File: src/rtl/stopwatch_ctrl.sv
// Stopwatch control: button conditioning, run/pause/lap/clear FSM and a
// hundredths timebase that feeds a binary count to the display converter.
module stopwatch_ctrl #(
  parameter int CLK_HZ          = 100_000_000,
  parameter int TICK_HZ         = 100,
  parameter int MAX_COUNT       = 9999,
  parameter int DEBOUNCE_CYCLES = 1_000_000
) (
  input  logic        clk,
  input  logic        reset,
  input  logic        btn_start_stop,
  input  logic        btn_lap,
  input  logic        btn_clear,
  output logic [15:0] disp_val,
  output logic        running,
  output logic        lap_active,
  output logic        overflow
);

  localparam int              DIV        = CLK_HZ / TICK_HZ;
  localparam int              PW         = $clog2(DIV);
  localparam logic [PW-1:0]   PRESC_LAST = PW'(DIV - 1);
  localparam int              DW         = $clog2(DEBOUNCE_CYCLES + 1);
  localparam logic [DW-1:0]   DB_LAST    = DW'(DEBOUNCE_CYCLES - 1);
  localparam logic [15:0]     COUNT_MAX  = 16'(MAX_COUNT);

  typedef enum logic [1:0] {
    ST_IDLE   = 2'd0,
    ST_RUN    = 2'd1,
    ST_PAUSED = 2'd2,
    ST_LAP    = 2'd3
  } state_t;

  // bit 0 start/stop, bit 1 lap, bit 2 clear
  logic [2:0] btn_raw_s;
  logic [2:0] sync1_r;
  logic [2:0] sync2_r;
  logic [2:0] press_s;

  assign btn_raw_s = {btn_clear, btn_lap, btn_start_stop};

  // Two-stage synchroniser for the asynchronous buttons
  always_ff @(posedge clk or negedge reset) begin
    if (!reset) begin
      sync1_r <= 3'b000;
      sync2_r <= 3'b000;
    end else begin
      sync1_r <= btn_raw_s;
      sync2_r <= sync1_r;
    end
  end

  for (genvar i = 0; i < 3; i++) begin : g_db
    logic [DW-1:0] cnt_r;
    logic          level_r;
    logic          press_r;

    // Level follows the synced input only after a full run of differing samples
    always_ff @(posedge clk or negedge reset) begin
      if (!reset) begin
        cnt_r   <= {DW{1'b0}};
        level_r <= 1'b0;
        press_r <= 1'b0;
      end else if (sync2_r[i] != level_r) begin
        if (cnt_r == DB_LAST) begin
          cnt_r   <= {DW{1'b0}};
          level_r <= sync2_r[i];
          press_r <= sync2_r[i];
        end else begin
          cnt_r   <= cnt_r + {{(DW-1){1'b0}}, 1'b1};
          press_r <= 1'b0;
        end
      end else begin
        cnt_r   <= {DW{1'b0}};
        press_r <= 1'b0;
      end
    end

    assign press_s[i] = press_r;
  end

  state_t        state_r, state_nx;
  logic [PW-1:0] presc_r, presc_nx;
  logic [15:0]   count_r, count_nx;
  logic [15:0]   lap_r, lap_nx;
  logic          ovf_r, ovf_nx;
  logic [15:0]   disp_r, disp_nx;
  logic          running_r, running_nx;
  logic          lap_act_r, lap_act_nx;
  logic          clear_go_s, lap_go_s, counting_s, tick_s;

  // Next state with pulse priority clear > start/stop > lap, illegal pulses dropped
  always_comb begin
    state_nx   = state_r;
    clear_go_s = 1'b0;
    lap_go_s   = 1'b0;
    case (state_r)
      ST_IDLE: begin
        if (press_s[0]) state_nx = ST_RUN;
        else            state_nx = ST_IDLE;
      end
      ST_RUN: begin
        if (press_s[0]) begin
          state_nx = ST_PAUSED;
        end else if (press_s[1]) begin
          state_nx = ST_LAP;
          lap_go_s = 1'b1;
        end else begin
          state_nx = ST_RUN;
        end
      end
      ST_LAP: begin
        if (press_s[0])      state_nx = ST_PAUSED;
        else if (press_s[1]) state_nx = ST_RUN;
        else                 state_nx = ST_LAP;
      end
      ST_PAUSED: begin
        if (press_s[2]) begin
          state_nx   = ST_IDLE;
          clear_go_s = 1'b1;
        end else if (press_s[0]) begin
          state_nx = ST_RUN;
        end else begin
          state_nx = ST_PAUSED;
        end
      end
      default: state_nx = ST_IDLE;
    endcase
  end

  // Timebase, count, lap capture and the registered output values
  always_comb begin
    counting_s = (state_r == ST_RUN) || (state_r == ST_LAP);
    tick_s     = counting_s && (presc_r == PRESC_LAST);
    presc_nx   = presc_r;
    count_nx   = count_r;
    ovf_nx     = ovf_r;
    lap_nx     = lap_r;
    if (clear_go_s) begin
      presc_nx = {PW{1'b0}};
    end else if (counting_s) begin
      if (tick_s) presc_nx = {PW{1'b0}};
      else        presc_nx = presc_r + {{(PW-1){1'b0}}, 1'b1};
    end else if (state_r == ST_IDLE) begin
      presc_nx = {PW{1'b0}};
    end else begin
      presc_nx = presc_r;
    end
    if (clear_go_s) begin
      count_nx = 16'd0;
      ovf_nx   = 1'b0;
    end else if (tick_s) begin
      if (count_r == COUNT_MAX) begin
        count_nx = 16'd0;
        ovf_nx   = 1'b1;
      end else begin
        count_nx = count_r + 16'd1;
        ovf_nx   = ovf_r;
      end
    end else begin
      count_nx = count_r;
      ovf_nx   = ovf_r;
    end
    // Lap takes the pre-increment value even when a tick lands on the same edge
    if (lap_go_s) lap_nx = count_r;
    else          lap_nx = lap_r;
    disp_nx    = (state_nx == ST_LAP) ? lap_nx : count_nx;
    running_nx = (state_nx == ST_RUN) || (state_nx == ST_LAP);
    lap_act_nx = (state_nx == ST_LAP);
  end

  // State, datapath and output registers
  always_ff @(posedge clk or negedge reset) begin
    if (!reset) begin
      state_r   <= ST_IDLE;
      presc_r   <= {PW{1'b0}};
      count_r   <= 16'd0;
      lap_r     <= 16'd0;
      ovf_r     <= 1'b0;
      disp_r    <= 16'd0;
      running_r <= 1'b0;
      lap_act_r <= 1'b0;
    end else begin
      state_r   <= state_nx;
      presc_r   <= presc_nx;
      count_r   <= count_nx;
      lap_r     <= lap_nx;
      ovf_r     <= ovf_nx;
      disp_r    <= disp_nx;
      running_r <= running_nx;
      lap_act_r <= lap_act_nx;
    end
  end

  assign disp_val   = disp_r;
  assign running    = running_r;
  assign lap_active = lap_act_r;
  assign overflow   = ovf_r;

endmodule

File: config.mk
export PLATFORM = sky130hd
export DESIGN_NAME = stopwatch_ctrl
export DESIGN_NICKNAME = d
export VERILOG_FILES = /design/src/rtl/stopwatch_ctrl.sv
export SDC_FILE = /design/constraint.sdc
export NUM_CORES = 1
export LEC_CHECK = 0
export CAP_MARGIN = 5
export CELL_PAD_IN_SITES_DETAIL_PLACEMENT = 0
export CELL_PAD_IN_SITES_GLOBAL_PLACEMENT = 1
export CORE_ASPECT_RATIO = 1.5
export CORE_MARGIN = 1
export CORE_UTILIZATION = 36
export DETAILED_ROUTE_END_ITERATION = 16
export DONT_BUFFER_PORTS = 1
export GPL_TIMING_DRIVEN = 0
export PLACE_DENSITY = 0.71
export SYNTH_ARGS = -nofsm -noshare
export SYNTH_HDL_FRONTEND = slang
export SYNTH_SLANG_ARGS = --single-unit
File: constraint.sdc
create_clock -name clk -period 1.7 [get_ports clk]
set_input_delay 0.34 -clock clk [delete_from_list [all_inputs] [get_ports clk]]
set_output_delay 0.34 -clock clk [all_outputs]
set_load 0.03 [all_outputs]
== Yosys cells after proc, flatten, opt, wreduce, memory -nomap -nowiden ==
Cells that the tools add are included.
Operators by class
  $add $sub $neg: 5
  equal/unequal tests: 13
  multiplexer cells: 37
  reductions and logical operators: 11
Operator list (count)
  20-bit 2-to-1 mux: 10
  20-bit by 1-bit adder with 20-bit output (second input constant): 4
  20-bit == test (second input constant): 4
  16-bit 2-to-1 mux: 5
  16-bit by 1-bit adder with 16-bit output (second input constant): 1
  16-bit by 14-bit == test with 1-bit output (second input constant): 1
  1-bit 2-to-1 mux: 15
  2-bit 2-to-1 mux: 6
  2-bit one-hot mux with 4 select lines: 1
  2-bit AND reduction: 4
  2-bit == test (second input constant): 3
  2-bit by 1-bit == test with 1-bit output (second input constant): 2
  2-bit nonzero test: 2
  1-bit inequality test: 3
  3-bit nonzero test: 1
  2-bit zero test: 1
  1-bit logical OR: 2
  1-bit logical AND: 1
Storage, ports and cells
  register bits: 145
  bits of input ports: 5
  output and inout bits: 19

== Longest topological paths before layout ==
  word-level depth: 6
  depth in mapped cells: 8
  depth with buffers taken out: 6

== Least setup slack after synthesis ==
Ideal clock, no wire load.
  kind: flip-flop to flip-flop
  start point: register state_r[0]
  end point: register disp_r[8], in the netlist disp_val[8]
  library setup time: 0.082 ns
  arrival: 1.869 ns
  path slack: -0.251 ns
  cell stages (with the launch flop): 8
  path buffers: 2
  clock period less this slack: 1.951 ns
  path through: dfrtp_1 buf_2 and3_1 and4_4 nand2_2 buf_6 or4_1 a31oi_1
Between the ends
  longest elaborated chain between the ends: 6
Ends and longest elaborated chain
  from (decl): line 82  | state_t state_r, state_nx;
  from (signal assigned): line 184  | state_r <= state_nx;
  parallel branches: the longest is 5 deep, another holds 2-bit one-hot mux with 4 select lines
  16-bit 2-to-1 mux (*): line 167  | disp_nx = (state_nx == ST_LAP) ? lap_nx : count_nx;
  named net disp_nx[8]: line 87  | logic [15:0] disp_r, disp_nx;
  to (signal assigned): line 189  | disp_r <= disp_nx;
  to (decl): line 87
Mark *: on every way through the listed nets, which the timed path passes.
A chain may end at the register's enable or synchronous reset.

== Worst setup path in the final report ==
  start point: register count_r[6]
  end point: register disp_r[3], in the netlist disp_val[3]
Between the ends
  longest elaborated chain between the ends: 5
Ends and longest elaborated chain
  from (decl): line 84  | logic [15:0] count_r, count_nx;
  from (signal assigned): line 186  | count_r <= count_nx;
  16-bit by 14-bit == test with 1-bit output: line 153  | if (count_r == COUNT_MAX) begin
  16-bit 2-to-1 mux: line 153
  16-bit 2-to-1 mux: line 152  | end else if (tick_s) begin
  16-bit 2-to-1 mux: line 149  | if (clear_go_s) begin
  16-bit 2-to-1 mux: line 167
  named net disp_nx[3]: line 87
The timed path passes the listed nets, and every way through them passes these cells.

==> flow_metrics.py <==
metrics = {
    "run_status": {
        "status": "complete, but fails checks",
        "violations": "negative hold slack, negative setup slack",
    },
    "timing": {
        "hold_viol_final": 144,
        "max_clock_freq_mhz": 496.4,
        "finalSetupViolCount": 64,
        "period_needed_ns": 2.015,
        "holdWs_ns": -0.3703,
        "timing.clock.skew_ns": 0.007772,
        "slew_headroom": 0.6466,
        "fin_crit_sh": 1.185,
        "worstMarginPinSlew_ns": 0.5272,
        "finalWorstSetupSlack_ns": -0.3146,
        "slew_viol_final": 0,
        "rsz0062_at_grt": "yes",
    },
    "place": {
        "placed_area_mm2": 0.007315,
        "pre_cts_ws_ns": -0.5002,
        "portBuffers": 0,
        "place.gp.congestion": 0.8481,
        "hpwl_um": 10170,
    },
    "synth": {
        "synth_seq_cells": 144,
        "synth_cell_types": 63,
        "synth_edf_count": 0,
        "syn_inst": 688,
        "ys.flop_type": "dfrtp_1",
        "async_flop_share": 1.000,
        "synth-seq-area-share": 0.5201,
        "synth_nets": 698,
        "ys_warn_count": 0,
        "syn_area_per_cell_um2": 10.07,
        "synth_area_mm2": 0.006928,
    },
    "setup_path": {
        "r2r_start": "count_r[6]",
        "reg2reg_to": "disp_val[3]",
        "cp_slowest_cell": "or4b_4",
        "path_class": "reg2reg",
        "slowest_delay_ns": 0.60,
        "crit_arrival_ns": 2.29,
        "critPathCapture": "disp_val[3]",
        "endpoint_kind": "register",
        "cp-start-kind": "register",
        "cp.required_ns": 1.98,
        "crit_chain": "or4b_4 > nor4_4 > buf_4 > nor3b_1 > o21ai_1 > a31oi_1",
        "crit_start": "count_r[6]",
        "reg2reg_slack_ns": -0.31,
        "path_max_fanout": 5,
        "worst_r2r_path_depth": 6,
    },
    "routing": {
        "dr.pass1.iters": 5,
        "via_per_inst": 5.354,
        "dr_total_vias": 5515,
        "drc": 0,
        "ant_nets": 0,
        "wire_per_inst_um": 16.18,
        "totalWireLength_um": 16670,
        "drt_iter0_drc": 306,
    },
    "cells_and_area": {
        "final_cell_mix": "dfrtp_1 (135), nor2_1 (76), nand2_1 (61)",
        "insertedDiodeCount": 0,
        "drive_gt1_frac": 0.3059,
        "final_common_cell": "dfrtp_1",
        "stdcell_area_mm2": 0.009036,
        "area_growth_pct": 30.43,
        "fillers": 1705,
        "nets": 775,
    },
    "cts": {
        "cts_root_buffer": "clkbuf_16",
        "htreeDepth": 4,
        "cts_tree": "done",
        "clk_path_buf_depth": 2,
        "cts_buffers": 17,
        "clkSlewWorstSetupHoldPaths_ns": 0.06,
        "cts_sinks": 144,
        "clk_latency_ns": 0.42,
        "hold_buffers": 3,
    },
    "hold_path": {
        "min_path_type": "in2async",
    },
    "floorplan": {
        "die_h_um": 171.9,
        "row_count": 61,
        "die_area_mm2": 0.01981,
        "floorplan.initialDensity": 0.3705,
        "die_w_um": 115.3,
        "core_mm2": 0.01870,
        "num_io_pins": 24,
    },
    "global_routing": {
        "grt_max_degree": 145,
        "global_route.usage.met2": 0.3174,
        "top_usage_layer": "met2",
        "grt_pass1_vias": 5575,
        "grt_first_pass_wirelength_um": 27350,
        "globalRouteOverflowTotal": 0,
        "antenna_found_initial": 0,
        "grt_use_met3": 0.03330,
        "use_met1": 0.1966,
        "grt_use_total": 0.1778,
    },
    "job": {
        "drv_cap": 0,
    },
    "power": {
        "p_per_area_mw_per_mm2": 807.8,
        "peakVddDrop_mv": 0.5255,
        "leakage_nw": 3.908,
    },
}
[area by class of cell]
cell class,instances,area (um2),area share
clock buffers,23,478.0,0.05289
well taps,252,315.3,0.03489
clock inverters,9,107.6,0.01191
multi-input cells,504,3662,0.4053
plain buffers,20,207.7,0.02299
repair buffers,65,600.6,0.06646
inverters,13,50.05,0.005539
flip-flops and latches,144,3615,0.4000
[report_power, final]
group	switching [mW]	total (mW)	internal [mW]
sequential	0.0238	3.48	3.45
clock	1.42	3.69	2.27
combinational	0.0642	0.134	0.0695
[worst max-delay path, delay by kind of cell, from the launching register on]
family / cells / cell delay, ns
compound gates: 2 / 0.30
buf+inv: 1 / 0.18
flops: 1 / 0.44
simple gates: 3 / 0.95
[cells in the mapped netlist, drive strengths merged (4+ instances only)]
cell / n / share of area
a21oi: 19 / 0.015
a31oi: 15 / 0.016
and3: 12 / 0.011
and4: 16 / 0.021
buf: 15 / 0.013
clkbuf: 13 / 0.0070
dfrtp: 144 / 0.52
ha: 5 / 0.0090
inv: 12 / 0.0065
mux2: 19 / 0.031
mux2i: 4 / 0.0058
nand2: 68 / 0.038
nand2b: 5 / 0.0045
nand3: 44 / 0.032
nand4: 24 / 0.022
nor2: 97 / 0.053
nor3: 18 / 0.014
nor3b: 6 / 0.0065
nor4: 9 / 0.010
nor4b: 4 / 0.0081
o21ai: 22 / 0.016
o31ai: 5 / 0.0054
or3: 5 / 0.0045
or4: 7 / 0.0087
xnor2: 31 / 0.039
xor2: 33 / 0.042
[how the worst min path moves through the flow]
stage / to / slack (ns) / cells after the start
finish: lap_r[9] / -0.37 / 0
global route: disp_val[3] / -0.40 / 0
CTS: disp_val[11] / -0.39 / 0
detailed placement: disp_val[6] / 0.06 / 0
global placement: disp_val[7] / 0.06 / 0
floorplan: count_r[0] / 0.04 / 0
[what timing repair did]
| action | CTS | global route |
|---|---|---|
| endpoints found under the setup margin | 119 | 98 |
| resized for setup | 80 | 84 |
| pin swaps | 35 | 45 |
| gates cloned | 2 | 2 |
| endpoints found under the hold margin | 147 | 144 |
| buffers inserted | 38 | 22 |
[layer usage]
metal	vias up	wire [um]
li1	2585	-
met3	39	407
met2	124	9072
met5	-	0
met4	0	483
met1	2767	6701
[sequential cells by signal, summed over array words and instances, names as in the netlist]
name	cells
g_db.cnt_r	60
presc_r	20
count_r	16
disp_val	16
lap_r	16
g_db.level_r	3
g_db.press_r	3
sync1_r	3
sync2_r	3
state_r	2
lap_active	1
overflow	1
[metrics by stage]
step | util | TNS (ns) | hold WS (ns) | instances | power, mW
CTS | 0.4544 | -7.057 | -0.3926 | 1010 | 7.337
global route | 0.4832 | -14.00 | -0.3972 | 1030 | 7.550
global placement | 0.3912 | -27.73 | 0.05670 | 940 | 3.606
finish | 0.4832 | -9.644 | -0.3703 | 1030 | 7.300
floorplan | - | -2.637 | 0.04441 | 688 | 3.588
detailed placement | 0.3912 | -28.26 | 0.05628 | 940 | 3.608
[cell families after synthesis]
logic type / synth area share
fa+ha+maj: 0.009030
simple gates: 0.2536
compound gates: 0.07261
flops: 0.5201
buf+inv: 0.02709
mux: 0.03666
xor+xnor: 0.08091
Note: power is estimated with default switching activity, not from simulation.
